==> src/rtl/sub_serial_pkg.sv <==
`default_nettype none
// ============================================================================
// Module      : sub_serial_pkg
// Description : Shared state encoding and default keys for the serial subtractor.
// Revision    : 1.0
// ============================================================================
package sub_serial_pkg;

    typedef enum logic [1:0] {
        IDLE = 2'd0,
        SUB  = 2'd1,
        DONE = 2'd2
    } state_e;

    localparam int          DEF_WIDTH = 8;
    // Operand masks shared with the producer; truncated to WIDTH at use.
    localparam logic [31:0] DEF_A_KEY = 32'h0000_0019;
    localparam logic [31:0] DEF_B_KEY = 32'h0000_00EB;

endpackage
`default_nettype wire

==> src/rtl/sub_serial.sv <==
`default_nettype none
// ============================================================================
// Module      : sub_serial
// Description : Bit-serial A-B subtractor, LSB first, with key unmasking on load.
// Revision    : 1.0
// ============================================================================
module sub_serial
    import sub_serial_pkg::*;
#(
    parameter int               WIDTH = DEF_WIDTH,
    parameter logic [WIDTH-1:0] A_KEY = WIDTH'(DEF_A_KEY),
    parameter logic [WIDTH-1:0] B_KEY = WIDTH'(DEF_B_KEY)
) (
    input  logic             clk,
    input  logic             rst_n,
    input  logic             en,
    input  logic [WIDTH-1:0] a,
    input  logic [WIDTH-1:0] b,
    output logic [WIDTH-1:0] out,
    output logic             borrow,
    output logic             done,
    output logic             busy
);

    localparam int               CNT_W = $clog2(WIDTH);
    localparam logic [CNT_W-1:0] LAST  = CNT_W'(WIDTH - 1);

    state_e             state_q, state_d;
    logic [WIDTH-1:0]   a_q, a_d;
    logic [WIDTH-1:0]   b_q, b_d;
    logic [WIDTH-1:0]   out_q, out_d;
    logic               borrow_q, borrow_d;
    logic [CNT_W-1:0]   count_q, count_d;
    logic               diff_bit;

    always_comb begin
        state_d  = state_q;
        a_d      = a_q;
        b_d      = b_q;
        out_d    = out_q;
        borrow_d = borrow_q;
        count_d  = count_q;
        diff_bit = a_q[0] ^ b_q[0] ^ borrow_q;

        case (state_q)
            IDLE: begin
                if (en) begin
                    a_d      = a ^ A_KEY;
                    b_d      = b ^ B_KEY;
                    out_d    = '0;
                    borrow_d = 1'b0;
                    count_d  = '0;
                    state_d  = SUB;
                end
            end
            SUB: begin
                borrow_d = (~a_q[0] & b_q[0]) | (~a_q[0] & borrow_q) | (b_q[0] & borrow_q);
                out_d    = {diff_bit, out_q[WIDTH-1:1]};
                a_d      = {1'b0, a_q[WIDTH-1:1]};
                b_d      = {1'b0, b_q[WIDTH-1:1]};
                count_d  = count_q + CNT_W'(1);
                if (count_q == LAST) begin
                    state_d = DONE;
                end
            end
            DONE: begin
                state_d = IDLE;
            end
            default: begin
                state_d = IDLE;
            end
        endcase
    end

    always_ff @(posedge clk or negedge rst_n) begin
        if (!rst_n) begin
            state_q  <= IDLE;
            a_q      <= '0;
            b_q      <= '0;
            out_q    <= '0;
            borrow_q <= 1'b0;
            count_q  <= '0;
        end else begin
            state_q  <= state_d;
            a_q      <= a_d;
            b_q      <= b_d;
            out_q    <= out_d;
            borrow_q <= borrow_d;
            count_q  <= count_d;
        end
    end

    assign out    = out_q;
    assign borrow = borrow_q;
    assign done   = (state_q == DONE);
    assign busy   = (state_q != IDLE);

endmodule
`default_nettype wire
==> config.mk <==
export PLATFORM = sky130hd
export DESIGN_NAME = sub_serial
export DESIGN_NICKNAME = d
export VERILOG_FILES = /design/src/rtl/sub_serial_pkg.sv /design/src/rtl/sub_serial.sv
export SDC_FILE = /design/constraint.sdc
export NUM_CORES = 1
export LEC_CHECK = 0
export ABC_AREA = 1
export CELL_PAD_IN_SITES_DETAIL_PLACEMENT = 1
export CELL_PAD_IN_SITES_GLOBAL_PLACEMENT = 1
export CORE_MARGIN = 1.5
export CORE_UTILIZATION = 36
export DETAILED_ROUTE_END_ITERATION = 6
export PLACE_DENSITY = 0.78
export SLEW_MARGIN = 25
export SYNTH_ARGS = -nofsm -noshare
export SYNTH_HDL_FRONTEND = slang
export SYNTH_SLANG_ARGS = --single-unit
==> constraint.sdc <==
create_clock -name clk -period 1.4 [get_ports clk]
set_input_delay 0.28 -clock clk [delete_from_list [all_inputs] [get_ports clk]]
set_output_delay 0.28 -clock clk [all_outputs]
set_load 0.02 [all_outputs]
Word-level counts from Yosys, hierarchy flattened
Cells that the tools add are included.
{"block": "op_classes", "reduce_logical": 5, "addsub": 1, "mux": 13, "bitwise": 10, "eq_ne": 5}
{"operator": "$pmux 8 s2", "n": 3}
{"operator": "$mux 8", "n": 3}
{"operator": "$not 6->6", "n": 1}
{"operator": "$pmux 3 s2", "n": 1}
{"operator": "$mux 2", "n": 2}
{"operator": "$ne 2x2->1 const B", "n": 2}
{"operator": "$pmux 2 s2", "n": 1}
{"operator": "$reduce_and 2->1", "n": 2}
{"operator": "$reduce_bool 2->1", "n": 2}
{"operator": "$add 3x1->3 const B", "n": 1}
{"operator": "$and 1x1->1", "n": 3}
{"operator": "$eq 3x3->1 const B", "n": 1}
{"operator": "$mux 3", "n": 1}
{"operator": "$not 3->3", "n": 1}
{"operator": "$eq 2x1->1 const B", "n": 1}
{"operator": "$eq 2x2->1 const B", "n": 1}
{"operator": "$logic_not 2->1", "n": 1}
{"operator": "$or 1x1->1", "n": 2}
{"operator": "$pmux 1 s2", "n": 1}
{"operator": "$xor 1x1->1", "n": 2}
{"operator": "$mux 1", "n": 1}
{"operator": "$not 1->1", "n": 1}
{"block": "word_totals", "word_cells": 40, "in_bits": 19, "register_bits": 30, "out_inout_bits": 11}

Longest topological paths before layout
{"block": "depth", "ltp_word": 5, "mapped_depth": 6, "mapped_depth_nobuf": 5}

Least setup slack after synthesis
No wires, ideal clock.
{"block": "synth_timing", "path_kind": "reg-to-output", "start": "reg state_q[0]", "end": "out done", "arrival_ns": 0.982, "setup_slack_ns": 0.138, "path_stages_with_launch": 4, "required_ns": 1.120, "cell_sequence": "dfrtp_1 > buf_6 > buf_2 > nor2_1"}
{"block": "synth_between", "elab_chain_len": 1}
{"item": "start: declaration", "line": "sub_serial.sv:28", "source": "state_e state_q, state_d;"}
{"item": "start signal: assignment", "line": "sub_serial.sv:84", "source": "state_q <= state_d;"}
{"item": "$eq 2x2->1", "line": "sub_serial.sv:95", "source": "assign done = (state_q == DONE);"}
{"item": "end: declaration", "line": "sub_serial.sv:21", "source": "output logic done,"}
No other way between the ends.

Worst setup path in the final report
{"block": "layout_timing", "start": "reg state_q[0]", "end": "out busy"}
{"block": "layout_between", "elab_chain_len": 1}
{"item": "$reduce_bool 2->1", "line": "sub_serial.sv:96", "source": "assign busy = (state_q != IDLE);"}
{"item": "end: declaration", "line": "sub_serial.sv:22", "source": "output logic busy"}
No other way between the ends.

==> impl_metrics.ini <==
[status]
status = complete, no violations

[run]
maxCapViolCount = 0

[layout]
register_area_sq_um = 751
diodes = 0
area_growth_pct = 32.4
fin_util_pct = 50.9
nFillCells = 478
instances_no_fill = 270
multi_input_area_sq_um = 559
nNetsFinal = 244
drive_above_1_share_pct = 10.4

[pwr]
intPower_w = 0.00242
swShare_pct = 41.8
ir_drop_mv = 1.20
p_switching_w = 0.00174
cellPowerDensity_nw_per_um2 = 2170
p_leak_nw = 1.06
power_frac_clock_pct = 15.1
total_power_w = 0.00416
p_seq_share_pct = 37.3
p_comb_share_pct = 47.5

[setup_path]
r2r_slack_ns = 0.11
required_ns = 1.12
endpoint_kind = output pin
crit_arrival_ns = 1.05
critical_path_class = register to output pin
crit_fanout = 3
setup.worst_path.start_class = register

[floorplan]
dieArea_sq_um = 4410
coreArea_sq_um = 3770
initial_utilization_pct = 38.4
die_height_microns = 66.4
rows = 22
ios = 30
die_w_microns = 66.4

[global_route]
grt_overflow = 0
antenna_found_initial = 0
grt_pass1_vias = 1363
grt_usage_pct = 19.1
grt_pass1_wl_microns = 6260
grt_max_degree = 31

[yosys]
ys_top_cells_by_area = dfrtp_1 (52%), nand2_1 (24%), inv_1 (6.0%), nand3_1 (5.2%), buf_6 (3.1%)
yosysSeqAreaShare_pct = 51.8
synth_ff_type = dfrtp_1
async_reset_ff_share_pct = 100
synth-edff-count = 0
synth.largest_area_cell = dfrtp_1
synthCells = 183
syn_nets = 205
yosys_warnings = 0
synth_top_area_share_pct = 51.8
synth-seq-cells = 30
netlist_area_sq_um = 1450
synthDistinctLibCells = 16
syn_area_per_cell_sq_um = 7.92

[detailed_routing]
dr.pass1.iters = 4
drc_errors = 0
wl_per_cell_microns = 13.4
viasPerCell = 4.68
routed_wl_microns = 3620
final_antenna_net_count = 0
drt-initial-drc-count = 46
num_vias = 1263

[cts]
cts_sinks = 30
cts_buffers = 5
insertion_delay_ns = 0.27
cts_tree = built
cts_setup_buffers = 0
root_buffer = clkbuf_8
clockBufferDepth = 2
path_clk_slew_ns = 0.06
cts_hold_buf = 0
htreeDepth = 2

[placed_design]
gp_congestion = 0.783
dp.cells = 263
portBuffers = 29
dp_hpwl_microns = 2610

[sta]
final-hold-violation-count = 0
min_period_ns = 1.33
timing.hold.ws_ns = 0.369
max_slew_margin_pct = 84.1
timing.clock.skew_ns = 0.00265
finalCritPeriodShare_pct = 95.2
tightest_slew_ns = 0.238
clock.fmax_ghz = 0.751
final-max-slew-violation-count = 0
rsz0062_at_grt = no
tns_ns = 0
setup_viol = 0

[min_path]
hold_class = primary input to async pin
-- cells in the final DEF (no fill, tap or decap) --
| cell type | Yosys | layout |
|---|---|---|
| clkdlybuf4s50_1 | 0 | 18 |
| nor2_2 | 0 | 1 |
| clkbuf_1 | 0 | 2 |
| nand2_4 | 1 | 1 |
| nand3_1 | 15 | 15 |
| ha_1 | 2 | 2 |
| nand2_1 | 91 | 91 |
| o21ai_4 | 1 | 1 |
| inv_2 | 1 | 1 |
| buf_2 | 1 | 2 |
| dfrtp_1 | 30 | 30 |
| inv_1 | 23 | 23 |
| nor2_1 | 5 | 4 |
| fa_1 | 1 | 1 |
| buf_4 | 2 | 7 |
| clkbuf_8 | 0 | 5 |
| a21oi_2 | 1 | 1 |
| nand2_8 | 0 | 1 |
| o21ai_0 | 4 | 4 |
| buf_12 | 0 | 3 |
| dlygate4sd2_1 | 0 | 9 |
-- power groups by stage --
stage	clock network (W)	logic, W	registers (W)
2_1_floorplan	0	0.00120	0.00163
4_1_cts	0.000663	0.00200	0.00156
6_report	0.000631	0.00198	0.00155
3_3_place_gp	0	0.00197	0.00153
3_5_place_dp	0	0.00207	0.00157
5_1_grt	0.000708	0.00226	0.00162
-- worst max-delay path: stages (launching register included) --
cell and delay [ns]:
dfrtp_1 0.41, nor2_2 0.15, inv_1 0.06, buf_2 0.15
-- sequential cells by signal (all words and copies together) (netlist names) --
| name | cells |
|---|---|
| a_q | 8 |
| borrow | 1 |
| state_q | 2 |
| count_q | 3 |
| b_q | 8 |
| out | 8 |
-- worst paths after layout --
path,end,depth (start not counted),startpoint
worst max-delay path,busy,3,state_q[0]
worst min-delay path,b_q[5],2,rst_n
worst max register to register,a_q[6],6,state_q[0]
worst min register to register,out[0],2,out[0]
max in group asynchronous,out[1],2,rst_n
min in group clk,out[0],2,out[0]
-- Yosys cell counts (2+ instances only) --
cell and n:
dfrtp_1 30, o21ai_0 4, nand3_1 15, buf_4 2, inv_1 23, nand2_1 91, nor2_1 5, buf_6 4
ha_1 2
-- per-stage QoR --
stage | worst slack, ns | cell area (sq um)
floorplan | 0.138 | 1450
global route | 0.0344 | 1920
finish | 0.0677 | 1920
CTS | 0.0121 | 1910
detailed placement | -0.0698 | 1850
global placement | 0.0243 | 1850
-- kinds of logic (layout without fill, tap and decap cells) --
group	Yosys count	after routing	share of synthesized area (%)
AND/OR/NAND/NOR	113	113	31.3
buffers and inverters	31	70	10.7
flip-flops	30	30	51.8
AO/OA/AOI/OAI	6	6	3.11
adder cells (fa/ha/maj)	3	3	3.11
-- area by class of cell --
class | count | share of cell area (%)
Timing Repair Buffer | 39 | 19.9
Sequential cell | 30 | 39.1
Tap cell | 48 | 3.13
Clock buffer | 7 | 3.98
Inverter | 24 | 4.70
Multi-Input combinational cell | 122 | 29.2
-- layer usage --
metal  track usage [%]  part of all wire, %
met1              22.2                   42
met2              34.4                   54
met3              5.28                  3.8
met4              4.59                    0
met5                 0                    0
-- repair_timing --
action	in CTS	in global routing
setup endpoints to repair	11	13
pin swaps	1	0
cloned	0	0
resized for setup	17	3
No activity file was read; power rests on OpenSTA's default activity.
